==> config.mk <==
export PLATFORM = sky130hd
export DESIGN_NAME = lit_group
export DESIGN_NICKNAME = d
export VERILOG_FILES = /design/src/rtl/sat_pkg.sv /design/src/rtl/lit_slot.sv /design/src/rtl/lit_group.sv
export SDC_FILE = /design/constraint.sdc
export NUM_CORES = 1
export LEC_CHECK = 0
export ABC_CLOCK_PERIOD_IN_PS = 7300
export BUFFER_PORTS_ARGS = -buffer_cell sky130_fd_sc_hd__buf_2
export CAP_MARGIN = 20
export CELL_PAD_IN_SITES_DETAIL_PLACEMENT = 1
export CELL_PAD_IN_SITES_GLOBAL_PLACEMENT = 2
export CORE_MARGIN = 2
export CORE_UTILIZATION = 28
export CTS_CLUSTER_DIAMETER = 50
export CTS_CLUSTER_SIZE = 12
export DETAILED_ROUTE_END_ITERATION = 6
export PLACE_DENSITY_LB_ADDON = 0.1
export SLEW_MARGIN = 20
export SYNTH_ARGS = -nofsm -noshare
export SYNTH_HDL_FRONTEND = slang
export SYNTH_HIERARCHICAL = 1
export SYNTH_SLANG_ARGS = --single-unit
==> constraint.sdc <==
create_clock -name clk -period 7.3 [get_ports clk]
set_input_delay 1.46 -clock clk [delete_from_list [all_inputs] [get_ports clk]]
set_output_delay 1.46 -clock clk [all_outputs]
set_load 0.005 [all_outputs]
==> src/rtl/sat_pkg.sv <==
// Shared encodings and helpers for the SAT engine clause array.
// Literal codes, variable value codes, the implied-flag bit position
// and a saturating adder used by the free-literal-count chain.
package sat_pkg;

   localparam logic [1:0] LIT_NONE  = 2'b00;
   localparam logic [1:0] LIT_POS   = 2'b01;
   localparam logic [1:0] LIT_NEG   = 2'b10;

   localparam logic [1:0] VAL_FREE  = 2'b00;
   localparam logic [1:0] VAL_TRUE  = 2'b01;
   localparam logic [1:0] VAL_FALSE = 2'b10;

   localparam int IMP_BIT = 2;

   // a + b clipped to 2^width-1 (width < 32)
   function automatic int unsigned sat_add(input int unsigned a,
                                           input int unsigned b,
                                           input int unsigned width);
      int unsigned sum;
      int unsigned lim;
      sum = a + b;
      lim = (32'd1 << width) - 32'd1;
      return (sum > lim) ? lim : sum;
   endfunction

endpackage

==> src/rtl/lit_slot.sv <==
// One literal slot: stored literal register, literal/value decode and implication override.
// Ports: clk/rst, wr/clr/lit_wr (slot load), val_in/val_out (3-bit variable value),
//        imp_sel (override this slot), lit (stored code), free/sat/fls decode flags.
module lit_slot
   import sat_pkg::*;
(
   input  logic       clk,
   input  logic       rst,
   input  logic       wr,
   input  logic       clr,
   input  logic [1:0] lit_wr,
   input  logic [2:0] val_in,
   input  logic       imp_sel,
   output logic [1:0] lit,
   output logic       free,
   output logic       sat,
   output logic       fls,
   output logic [2:0] val_out
);

   logic [1:0] lit_q;
   logic       pos;
   logic       neg;
   logic [1:0] v;

   always_ff @(posedge clk or negedge rst) begin
      if (!rst)
         lit_q <= LIT_NONE;
      else if (clr)
         lit_q <= LIT_NONE;
      else if (wr)
         lit_q <= (lit_wr == 2'b11) ? LIT_NONE : lit_wr;
   end

   assign lit  = lit_q;
   assign pos  = (lit_q == LIT_POS);
   assign neg  = (lit_q == LIT_NEG);
   assign v    = val_in[1:0];

   // value code 11 counts as unassigned
   assign free = (pos | neg) && ((v == VAL_FREE) || (v == 2'b11));
   assign sat  = (pos && (v == VAL_TRUE))  || (neg && (v == VAL_FALSE));
   assign fls  = (pos && (v == VAL_FALSE)) || (neg && (v == VAL_TRUE));

   // imp_sel is only raised on a free slot, so lit_q is POS or NEG here and
   // doubles as the value that satisfies the literal
   assign val_out = imp_sel ? {1'b1, lit_q} : val_in;

endmodule

==> src/rtl/lit_group.sv <==
// Literal group: NUM_LITS slots of a clause segment, free-count chain, unit implication, status.
// Ports: clk/rst; var_value_i/o (3 bits per slot); wr_i/wr_idx_i/lit_wr_i/clr_i slot load; lit_o;
//        freelitcnt_pre/next chain; imp_drv_i, cclause_drv_i; cclause_o, clausesat_o, valid_o.
// Optional macro LIT_GROUP_ACT_EN adds ACT_W, act_clr_i and act_o (saturating conflict activity).
module lit_group
   import sat_pkg::*;
#(
   parameter  int NUM_LITS = 8,
   parameter  int CNT_W    = 2,
`ifdef LIT_GROUP_ACT_EN
   parameter  int ACT_W    = 8,
`endif
   localparam int IDX_W    = (NUM_LITS > 1) ? $clog2(NUM_LITS) : 1
)(
   input  logic                  clk,
   input  logic                  rst,
   input  logic [3*NUM_LITS-1:0] var_value_i,
   output logic [3*NUM_LITS-1:0] var_value_o,
   input  logic                  wr_i,
   input  logic [IDX_W-1:0]      wr_idx_i,
   input  logic [1:0]            lit_wr_i,
   input  logic                  clr_i,
   output logic [2*NUM_LITS-1:0] lit_o,
   input  logic [CNT_W-1:0]      freelitcnt_pre,
   output logic [CNT_W-1:0]      freelitcnt_next,
   input  logic                  imp_drv_i,
   input  logic                  cclause_drv_i,
   output logic                  cclause_o,
   output logic                  clausesat_o,
   output logic                  valid_o
`ifdef LIT_GROUP_ACT_EN
   ,
   input  logic                  act_clr_i,
   output logic [ACT_W-1:0]      act_o
`endif
);

   localparam int LC_W = $clog2(NUM_LITS + 1);

   logic [NUM_LITS-1:0] free;
   logic [NUM_LITS-1:0] sat;
   logic [NUM_LITS-1:0] fls;
   logic [NUM_LITS-1:0] implied;
   logic [NUM_LITS-1:0] imp_sel;
   logic [LC_W-1:0]     local_cnt;
   logic                wr_ok;
   logic                accepted;
   logic                cc_cond;
   logic                found;
   logic                init_q;
   logic                valid_q;
   logic                clausesat_q;
   logic                cclause_q;

   // out-of-range indices are dropped and do not disturb valid_o
   assign wr_ok    = wr_i && (32'(wr_idx_i) < NUM_LITS);
   assign accepted = clr_i | wr_ok;

   for (genvar i = 0; i < NUM_LITS; i++) begin : g_slot
      assign implied[i] = var_value_i[3*i+IMP_BIT];
      lit_slot u_slot (
         .clk     (clk),
         .rst     (rst),
         .wr      (wr_ok && (wr_idx_i == IDX_W'(i))),
         .clr     (clr_i),
         .lit_wr  (lit_wr_i),
         .val_in  (var_value_i[3*i +: 3]),
         .imp_sel (imp_sel[i]),
         .lit     (lit_o[2*i +: 2]),
         .free    (free[i]),
         .sat     (sat[i]),
         .fls     (fls[i]),
         .val_out (var_value_o[3*i +: 3])
      );
   end

   // lowest-index free slot receives the implication; local free count
   always_comb begin
      imp_sel   = '0;
      found     = 1'b0;
      local_cnt = '0;
      for (int i = 0; i < NUM_LITS; i++) begin
         local_cnt = local_cnt + LC_W'(free[i]);
         if (imp_drv_i && free[i] && !found) begin
            imp_sel[i] = 1'b1;
            found      = 1'b1;
         end
      end
   end

   assign freelitcnt_next = CNT_W'(sat_add(32'(freelitcnt_pre), 32'(local_cnt), CNT_W));

   assign cc_cond = cclause_drv_i && |(fls & implied);

   // status samples the pre-write slots; valid_o needs one quiet edge after
   // the reset-release edge (init_q) or after any accepted slot change
   always_ff @(posedge clk or negedge rst) begin
      if (!rst) begin
         init_q      <= 1'b0;
         valid_q     <= 1'b0;
         clausesat_q <= 1'b0;
         cclause_q   <= 1'b0;
      end else begin
         init_q      <= 1'b1;
         valid_q     <= init_q && !accepted;
         clausesat_q <= |sat;
         cclause_q   <= cc_cond;
      end
   end

   assign valid_o     = valid_q;
   assign clausesat_o = clausesat_q;
   assign cclause_o   = cclause_q;

`ifdef LIT_GROUP_ACT_EN
   logic [ACT_W-1:0] act_q;

   always_ff @(posedge clk or negedge rst) begin
      if (!rst)
         act_q <= '0;
      else if (act_clr_i)
         act_q <= '0;
      else if (cc_cond && !(&act_q))
         act_q <= act_q + 1'b1;
   end

   assign act_o = act_q;
`endif

endmodule

# [Word level (Yosys, flattened, before mapping)]
# Index checks and enable logic that the tools add are counted.
[op_classes] eq_ne=48 magnitude_cmp=1 addsub=8 n_reduce_logical=116 mux=40 bitwise=10
[ops] operator="1-bit logical AND" n=65
[ops] operator="2-bit == test, second input constant" n=25
[ops] operator="2-bit two-way mux" n=18
[ops] operator="2-bit by 1-bit == test with 1-bit output, second input constant" n=16
[ops] operator="1-bit logical OR" n=24
[ops] operator="3-bit two-way mux" n=8
[ops] operator="4-bit by 1-bit adder with 4-bit output" n=4
[ops] operator="2-bit logical NOT" n=8
[ops] operator="2-bit nonzero test" n=8
[ops] operator="8-bit OR reduction" n=2
[ops] operator="1-bit two-way mux" n=14
[ops] operator="3-bit == test, second input constant" n=4
[ops] operator="1-bit OR" n=9
[ops] operator="8-bit bitwise AND" n=1
[ops] operator="1-bit logical NOT" n=8
[ops] operator="3-bit by 2-bit == test with 1-bit output, second input constant" n=2
[ops] operator="2-bit by 4-bit adder with 5-bit output" n=1
[ops] operator="5-bit by 2-bit > comparator with 1-bit output, second input constant" n=1
[ops] operator="3-bit by 1-bit adder with 4-bit output" n=1
[ops] operator="2-bit by 1-bit adder with 3-bit output" n=1
[ops] operator="3-bit by 1-bit == test with 1-bit output, second input constant" n=1
[ops] operator="3-bit logical NOT" n=1
[ops] operator="1-bit by 1-bit adder with 2-bit output" n=1
[totals] ff_bits=20 input_bits=37 output_inout_bits=45

# [Logic depth before layout (Yosys ltp)]
# Gate-level depths: netlist of run 1.
[depth] depth_word=27 mapped_depth=12 mapped_depth_nobuf=12

# [Cells and area by module]
# Netlist of run 1, hierarchy kept.
[by_module_without_submodules] mod="lit_slot" area_per_inst_um2=200.2 seq_area_each_um2=50.0 instances=8 cells_each=24
[by_module_without_submodules] mod="lit_group" area_per_inst_um2=581.8 seq_area_each_um2=100.1 instances=1 cells_each=67

# [Worst setup path after synthesis of run 1]
# OpenSTA, ideal clock, no wires.
[synth_timing] kind="input-to-output" start="input var_value_i[0]" end="output freelitcnt_next[0]" path_slack_ps=1153 cell_stages=12 t_arrival_ps=4687 required_ps=5840 path_cell_list="inv_1 -> ha_1 -> nor2b_1 -> fa_1 -> inv_1 -> fa_1 -> fa_1 -> fa_1 -> fa_1 -> nor3_1 -> a22o_1 -> nand3b_1"
[synth_between] elab_chain_len=13 elab_cells_between_ends=14 cone_classes="add/sub: 8; order compare: 1; eq/ne: 1; mux: 1; reduce/logical: 3"
[synth_rtl] element="start, declared" line="lit_group.sv:17" source="input logic [3*NUM_LITS-1:0] var_value_i,"
[synth_rtl] element="2-bit == test / 2-bit logical NOT (equally long branches)" line="lit_slot.sv:41" source="assign free = (pos | neg) && ((v == VAL_FREE) || (v == 2'b11));"
[synth_rtl] element="1-bit logical OR *" line="lit_slot.sv:41"
[synth_rtl] element="1-bit logical AND *" line="lit_slot.sv:41"
[synth_rtl] element="net free[0]" line="lit_group.sv:40" source="logic [NUM_LITS-1:0] free;"
[synth_rtl] element="1-bit by 1-bit adder with 2-bit output *" line="lit_group.sv:83" source="local_cnt = local_cnt + LC_W'(free[i]);"
[synth_rtl] element="2-bit by 1-bit adder with 3-bit output *" line="lit_group.sv:83"
[synth_rtl] element="3-bit by 1-bit adder with 4-bit output *" line="lit_group.sv:83"
[synth_rtl] element="4-bit by 1-bit adder with 4-bit output * (4 in a row)" line="lit_group.sv:83"
[synth_rtl] element="2-bit by 4-bit adder with 5-bit output *" line="sat_pkg.sv:22" source="sum = a + b;"
[synth_rtl] element="5-bit by 2-bit > comparator with 1-bit output" line="sat_pkg.sv:24" source="return (sum > lim) ? lim : sum;"
[synth_rtl] element="2-bit two-way mux *" line="sat_pkg.sv:24"
[synth_rtl] element="end, declared" line="lit_group.sv:25" source="output logic [CNT_W-1:0] freelitcnt_next,"
# Mark *: on every way through the listed nets, which the timed path passes. The rest lies on a longest branch.

# [Worst setup path after layout of run 1]
[layout_timing] start="input var_value_i[6]" end="output freelitcnt_next[0]"
[layout_between] elab_chain_len=12 elab_cells_between_ends=13 cone_classes="add/sub: 7; order compare: 1; eq/ne: 1; mux: 1; reduce/logical: 3"
[layout_rtl] element="2-bit == test / 2-bit logical NOT (equally long branches)" line="lit_slot.sv:41"
[layout_rtl] element="1-bit logical OR *" line="lit_slot.sv:41"
[layout_rtl] element="1-bit logical AND *" line="lit_slot.sv:41"
[layout_rtl] element="net free[2]" line="lit_group.sv:40"
[layout_rtl] element="2-bit by 1-bit adder with 3-bit output *" line="lit_group.sv:83"
[layout_rtl] element="3-bit by 1-bit adder with 4-bit output *" line="lit_group.sv:83"
[layout_rtl] element="4-bit by 1-bit adder with 4-bit output * (4 in a row)" line="lit_group.sv:83"
[layout_rtl] element="2-bit by 4-bit adder with 5-bit output *" line="sat_pkg.sv:22"
[layout_rtl] element="5-bit by 2-bit > comparator with 1-bit output" line="sat_pkg.sv:24"
[layout_rtl] element="2-bit two-way mux *" line="sat_pkg.sv:24"
# Marks and branches as above.

==> impl_metrics.csv, run 1 <==
group,metric,value,unit
outcome,outcome,"finished clean",
flow_run,max-cap-violations,0,
drt,vias,2048,
drt,drt-vias-per-instance,4.592,
synth,yosys_warnings,6,
drt,drt-initial-drc-count,63,
synth,synth_sequential_area_ratio,22.92,%
clocking,cts.sinks,20,
global_routing,global_route.overflow_total,0,
synth,asr_flop_ratio_synth,100.0,%
global_routing,first_global_vias,2103,
critical_path,critical_path_class,"input port to output port",
critical_path,cp_data_arrival_time,5090,ps
global_routing,grt_max_degree,21,
synth,synth_nets,338,
clocking,cts_tree,"built",
floorplan,fp.dieArea,0.008520,mm^2
synth,post_synth_num_cell_types,27,
drt,route.antenna.remaining_nets,0,
timing,total_of_endpoints_with_negative_setup_slack_in_the_final_report,0,
synth,postSynth.topFlopCell,"sky130_fd_sc_hd__dfrtp_1",
final_layout,ff_latch_area,500.5,um^2
timing,timing.final.crit_period,6550,ps
clocking,postCtsHoldBufs,0,
critical_path,critical_path.most_common_cell,"sky130_fd_sc_hd__fa_1",
critical_path,critical_path.slowest_cell,"sky130_fd_sc_hd__fa_1",
final_layout,final-instance-count-excl-fill,446,
clocking,clkLatencyLatePin,260,ps
timing,hold_viol,0,
critical_path,cells_along_the_critical_path,"buf_2, inv_1, ha_1, nor2b_1, fa_1, inv_1, fa_1, fa_1, fa_1, fa_1, nor3_1, a22o_1, nand3b_1, buf_2",
timing,max_slew.worst_pin.slew,520.1,ps
synth,synthDominantCellAreaShare,22.92,%
placement,dp.final_hpwl,5.281,mm
clocking,cts_inserted_buffers,3,
timing,totalNegativeSetupSlack,0,ps
floorplan,floorplan.die.width,92.31,um
synth,synth.top_cells.by_count,"45 x sky130_fd_sc_hd__inv_1, 36 x sky130_fd_sc_hd__ha_1, 20 x sky130_fd_sc_hd__dfrtp_1, 20 x sky130_fd_sc_hd__nand2b_1, 19 x sky130_fd_sc_hd__nand2_1",
final_layout,post_route_cells_drive_above_1_share,26.45,%
floorplan,core_area,0.007647,mm^2
synth,ys_ff_latch,20,
timing,setup_repair_after_global_routing_missed_its_margin,"no",
synth,synth_edf_count,0,
critical_path,critPathRequiredTime,5840,ps
critical_path,crit_path_max_fanout,3,
timing,slew_limit_headroom,65.25,%
floorplan,die_height,92.31,um
final_layout,fillers,968,
drt,first_pass_iters,4,
timing,finalCritPeriodShare,89.73,%
synth,synthDominantAreaCellType,"sky130_fd_sc_hd__dfrtp_1",
final_layout,finish.utilization,36.24,%
floorplan,initial_utilization,28.55,%
clocking,clk_path_buf_depth,2,
drt,route.detailed.wl_per_inst,13.90,um
synth,netlist_top_cells_area,"sky130_fd_sc_hd__dfrtp_1 23%, sky130_fd_sc_hd__ha_1 21%, sky130_fd_sc_hd__inv_1 7.7%",
drt,drc,0,
min_path,hold_path.class,"register to register",
drt,totalWireLength,6.198,mm
final_layout,postLayoutCellArea,0.002771,mm^2
clocking,htree_levels,1,
synth,avg_inst_size_synth,8.430,um^2
placement,quantity_of_i_o_buffers_inserted_on_ports,81,
placement,placedCellCount,442,
synth,leading_cell_type_by_number_of_instances_after_synthesis,"sky130_fd_sc_hd__inv_1",
floorplan,floorplan.rows,32,
timing,max_freq,152.7,MHz
final_layout,multi_input_comb_area,0.001514,mm^2
placement,globalplace.congestion,0.7718,
critical_path,cpLargestDelayFamily,"adder cells",
critical_path,worst_setup_path_start_kind,"input port",
global_routing,grt_pass1_wl,10.45,mm
clocking,clk_transition_reported_paths,70,ps
critical_path,path_buf_inv,4,
final_layout,area_delta_synth_final,26.93,%
final_layout,finalNetCount,424,
floorplan,io_pins,82,
clocking,cts_resized,0,
placement,dpl-instance-area,0.002716,mm^2
final_layout,insertedDiodeCount,0,
global_routing,grt_antenna_before_repair,0,
timing,worst_clock_skew,3.920,ps
clocking,clockRootBuffer,"sky130_fd_sc_hd__clkbuf_8",
critical_path,critPathMaxStageDelay,490,ps
power_and_ir_drop,leakage,1.347,nW
synth,synth_cells,259,
clocking,post_cts.repair.setup_buffers,0,
critical_path,end_kind,"output port",
synth,post_syn_area,0.002183,mm^2
timing,report.final.slew_viol_count,0,
global_routing,globalRouteTotalUtil,15.09,%
power_and_ir_drop,powerDensity,95.18,mW/mm^2
power_and_ir_drop,ir_worst_vdd,0.00004612,V
-- sequential cells by signal (all words and copies together), names as in the netlist --
signal and count:
init_q 1, valid_o 1, g_slot.u_slot/lit 16, clausesat_o 1
cclause_o 1
-- placed cells by master (no fill, tap or decap), types with 2 or more instances in the layout --
cell and n:
sky130_fd_sc_hd__a21oi_1 17, sky130_fd_sc_hd__ha_1 36, sky130_fd_sc_hd__nor3b_1 2, sky130_fd_sc_hd__nor2b_1 8, sky130_fd_sc_hd__clkbuf_8 4, sky130_fd_sc_hd__fa_1 6, sky130_fd_sc_hd__inv_1 45, sky130_fd_sc_hd__nand2b_1 20
sky130_fd_sc_hd__or2_1 8, sky130_fd_sc_hd__dfrtp_1 20, sky130_fd_sc_hd__buf_2 81, sky130_fd_sc_hd__o21ai_0 16, sky130_fd_sc_hd__nand3b_1 18, sky130_fd_sc_hd__nor3_1 3, sky130_fd_sc_hd__a22oi_1 4, sky130_fd_sc_hd__nand2_1 19
sky130_fd_sc_hd__nor2_1 8, sky130_fd_sc_hd__a22o_1 17, sky130_fd_sc_hd__nor4_1 2
-- worst reg2reg max path: stages, from the launching register on --
cell and delay [ps]:
sky130_fd_sc_hd__dfrtp_1 460, sky130_fd_sc_hd__inv_1 70, sky130_fd_sc_hd__ha_1 190, sky130_fd_sc_hd__a22o_1 240, sky130_fd_sc_hd__nor4_1 420, sky130_fd_sc_hd__nand2_1 100
-- path summary, 6_finish.rpt --
check / start / to / slack (ps) / cells past startpoint
setup reg to reg: g_slot[0].u_slot/lit[1]$_DFFE_PN0P_ / clausesat_o$_DFF_PN0_ / 5710 / 5
max in group asynchronous: rst / g_slot[6].u_slot/lit[1]$_DFFE_PN0P_ / 5840 / 1
hold reg to reg: init_q$_DFF_PN0_ / valid_o$_DFF_PN0_ / 520 / 1
setup / recovery: var_value_i[6] / freelitcnt_next[0] / 750 / 14
hold / removal: init_q$_DFF_PN0_ / valid_o$_DFF_PN0_ / 520 / 1
min in group asynchronous: rst / g_slot[1].u_slot/lit[0]$_DFFE_PN0P_ / 1150 / 1
-- kinds of logic (layout without fill, tap and decap cells) --
| kind of cell | count (synthesis) | count (layout) | synth area share, % |
|---|---|---|---|
| AND/OR/NAND/NOR | 96 | 96 | 26.88 |
| AO/OA/AOI/OAI | 55 | 55 | 16.16 |
| adder cells (fa/ha/maj) | 42 | 42 | 26.13 |
| flip-flops | 20 | 20 | 22.92 |
| other | 1 | 1 | 0.1718 |
| buffers and inverters | 45 | 130 | 7.736 |
-- stage by stage --
step	setup slack, ps	hold slack (ps)	power (mW)
3_3_place_gp	853.8	504.0	0.1832
5_1_grt	427.9	545.2	0.2845
6_report	750.1	517.2	0.2638
3_5_place_dp	745.0	513.9	0.1843
4_1_cts	746.2	524.3	0.2697
2_1_floorplan	1153	495.2	0.1476
-- routing by layer --
layer,GRT usage [%],wire length [um],part of all wire [%],vias to the layer above
met5,0,0,0,-
met4,3.980,83,1.3,0
met3,1.709,276,4.5,6
met2,25.36,2926,47,49
met1,20.60,2911,47,959
li1,-,-,-,1034
-- layout make-up --
cell class | count | area share, %
clock buffer | 4 | 1.986
tap | 102 | 4.605
inverter | 45 | 6.095
multi-input combinational | 194 | 54.63
sequential | 20 | 18.06
timing repair buffer | 81 | 14.63
-- where the power goes --
part / leakage [nW] / internal, mW / switching (mW)
sequential: 0.276 / 0.113 / 0.00188
clock: 0.0288 / 0.0480 / 0.0354
combinational: 1.04 / 0.0308 / 0.0352
total: 1.35 / 0.191 / 0.0724
No activity file was read; power rests on OpenSTA's default activity.
==> inputs of run 2 (changes only) <==
==> constraint.sdc (replaced) <==
create_clock -name clk -period 7.3 [get_ports clk]
set_input_delay 0.73 -clock clk [delete_from_list [all_inputs] [get_ports clk]]
set_output_delay 0.73 -clock clk [all_outputs]
set_load 0.005 [all_outputs]
==> run 2 against run 1 <==
  * Largest cell class unchanged
  * Non-clock buffer count is the same
  * Flip-flop and latch count is the same
  * Critical path type unchanged
  * Wire length shrank 2.3%
  * Clock skew shrank 1.5 ps
  * Die area is the same
  * Critical path depth is the same
  * Sequential power is essentially flat
  * Core utilization shrank 0.18 points
==> impl_metrics.csv, run 2 (synthesis results as in run 1) <==
group,metric,value,unit
floorplan,io_pins,82,
power_and_ir_drop,powerDensity,90.85,mW/mm^2
power_and_ir_drop,leakage,1.340,nW
power_and_ir_drop,internal_power,0.1801,mW
timing,slew_limit_headroom,65.04,%
drt,drc,0,
timing,finalCritPeriodShare,69.48,%
final_layout,post_route_cells_drive_above_1_share,26.24,%
placement,dp.final_hpwl,5.154,mm
drt,first_pass_iters,4,
flow_run,max-cap-violations,0,
floorplan,fp.dieArea,0.008520,mm^2
drt,vias,2090,
floorplan,core_area,0.007647,mm^2
final_layout,finalNetCount,424,
timing,max_freq,197.2,MHz
drt,drt-initial-drc-count,41,
critical_path,critPathRequiredTime,6570,ps
outcome,outcome,"finished clean",
clocking,htree_levels,1,
final_layout,insertedDiodeCount,0,
placement,place_worst_setup_slack,2189,ps
timing,total_of_endpoints_with_negative_setup_slack_in_the_final_report,0,
floorplan,initial_utilization,28.55,%
min_path,hold_path.class,"input port to asynchronous set/reset pin",
global_routing,grt_antenna_before_repair,0,
floorplan,floorplan.rows,32,
critical_path,end_kind,"output port",
final_layout,layout.cells.most_common_list,"81 x sky130_fd_sc_hd__buf_2, 45 x sky130_fd_sc_hd__inv_1, 36 x sky130_fd_sc_hd__ha_1",
clocking,clk_transition_reported_paths,70,ps
floorplan,floorplan.die.width,92.31,um
final_layout,multi_input_comb_area,0.001514,mm^2
drt,route.antenna.remaining_nets,0,
clocking,cts_inserted_buffers,3,
critical_path,critPathMaxStageDelay,490,ps
power_and_ir_drop,ir_worst_vdd,0.00005258,V
timing,report.final.slew_viol_count,0,
clocking,clockRootBuffer,"sky130_fd_sc_hd__clkbuf_8",
timing,timing.final.crit_period,5072,ps
critical_path,critical_path_class,"input port to output port",
placement,quantity_of_i_o_buffers_inserted_on_ports,81,
clocking,cts.sinks,20,
clocking,cts_tree,"built",
drt,route.detailed.wl_per_inst,13.61,um
critical_path,critical_path.most_common_cell,"sky130_fd_sc_hd__fa_1",
clocking,postCtsHoldBufs,0,
floorplan,die_height,92.31,um
critical_path,critical_path.slowest_cell,"sky130_fd_sc_hd__fa_1",
final_layout,area_delta_synth_final,26.30,%
timing,max_slew.worst_pin.slew,523.2,ps
timing,hold_viol,0,
timing,worst_clock_skew,2.399,ps
power_and_ir_drop,switching_power,0.07045,mW
global_routing,grt_pass1_wl,9.956,mm
power_and_ir_drop,share_comb_of_total_power,26.3,%
clocking,cts_resized,0,
clocking,clk_path_buf_depth,2,
timing,setup_repair_after_global_routing_missed_its_margin,"no",
final_layout,ff_latch_area,500.5,um^2
clocking,post_cts.repair.setup_buffers,0,
power_and_ir_drop,clkPwrFrac,28.0,%
final_layout,largest_register_ffs,16,
global_routing,globalRouteTotalUtil,14.44,%
final_layout,final_common_cell,"sky130_fd_sc_hd__buf_2",
drt,totalWireLength,6.057,mm
critical_path,worst_setup_path_start_kind,"input port",
clocking,clkLatencyLatePin,250,ps
critical_path,setup.reg_to_reg.worst_slack,5760,ps
placement,globalplace.congestion,0.7688,
critical_path,crit_path_max_fanout,5,
global_routing,grt_max_degree,21,
power_and_ir_drop,power_frac_seq,45.7,%
critical_path,cp_data_arrival_time,4340,ps
final_layout,fillers,971,
global_routing,first_global_vias,2028,
critical_path,cells_along_the_critical_path,"buf_2, inv_1, ha_1, nor2b_1, fa_1, inv_1, fa_1, fa_1, fa_1, fa_1, nor3_1, a22o_1, nand3b_1, buf_2",
power_and_ir_drop,power_switching_share,28.12,%
power_and_ir_drop,p_total,0.2505,mW
global_routing,global_route.overflow_total,0,
timing,worst_slack,2228,ps
timing,totalNegativeSetupSlack,0,ps
drt,drt-vias-per-instance,4.697,
-- run 2: cell types whose count changed in the layout (fill, tap and decap cells not counted) --
| cell | previous run | this run |
|---|---|---|
| sky130_fd_sc_hd__clkbuf_8 | 4 | 3 |
-- run 2: metrics by stage --
step                util (%)  cells  area (um^2)  hold slack [ps]
floorplan                  -    259         2183            434.4
global placement       35.52    442         2716            505.6
detailed placement     35.52    442         2716            512.1
CTS                    36.06    445         2758            436.4
global route           36.06    445         2758            462.9
finish                 36.06    445         2758            421.5
-- run 2: area by class of cell --
type / instances / share of cell area (%)
tap: 102 / 4.628
multi-input combinational: 194 / 54.90
clock buffer: 3 / 1.497
inverter: 45 / 6.125
sequential: 20 / 18.15
timing repair buffer: 81 / 14.70
-- run 2: routing by layer --
layer	global-route usage, %	wire length, um	share of wire (%)
met1	20.44	2943	49
met2	24.39	2882	48
met3	1.302	212	3.5
met4	2.239	18	0.30
met5	0	0	0
-- run 2: power groups by stage --
stage | Sequential, mW | Combinational [mW] | Clock (mW)
3_5_place_dp | 0.117 | 0.0672 | 0
2_1_floorplan | 0.116 | 0.0313 | 0
5_1_grt | 0.115 | 0.0761 | 0.0784
3_3_place_gp | 0.117 | 0.0665 | 0
4_1_cts | 0.115 | 0.0675 | 0.0744
6_report | 0.115 | 0.0658 | 0.0701
-- run 2: path summary, 6_finish.rpt --
path,to,cells after the start,startpoint
max,freelitcnt_next[0],14,var_value_i[0]
min in group clk,valid_o$_DFF_PN0_,1,init_q$_DFF_PN0_
max in group asynchronous,g_slot[4].u_slot/lit[0]$_DFFE_PN0P_,1,rst
min,clausesat_o$_DFF_PN0_,1,rst
min reg2reg,valid_o$_DFF_PN0_,1,init_q$_DFF_PN0_
max reg2reg,clausesat_o$_DFF_PN0_,5,g_slot[0].u_slot/lit[1]$_DFFE_PN0P_
-- run 2: critical path, delay by kind of cell --
family	cells	cell delay, ps
adders and majority gates	6	2440
and+or+nand+nor	3	670
buffers and inverters	4	350
AOI/OAI and AO/OA	1	170
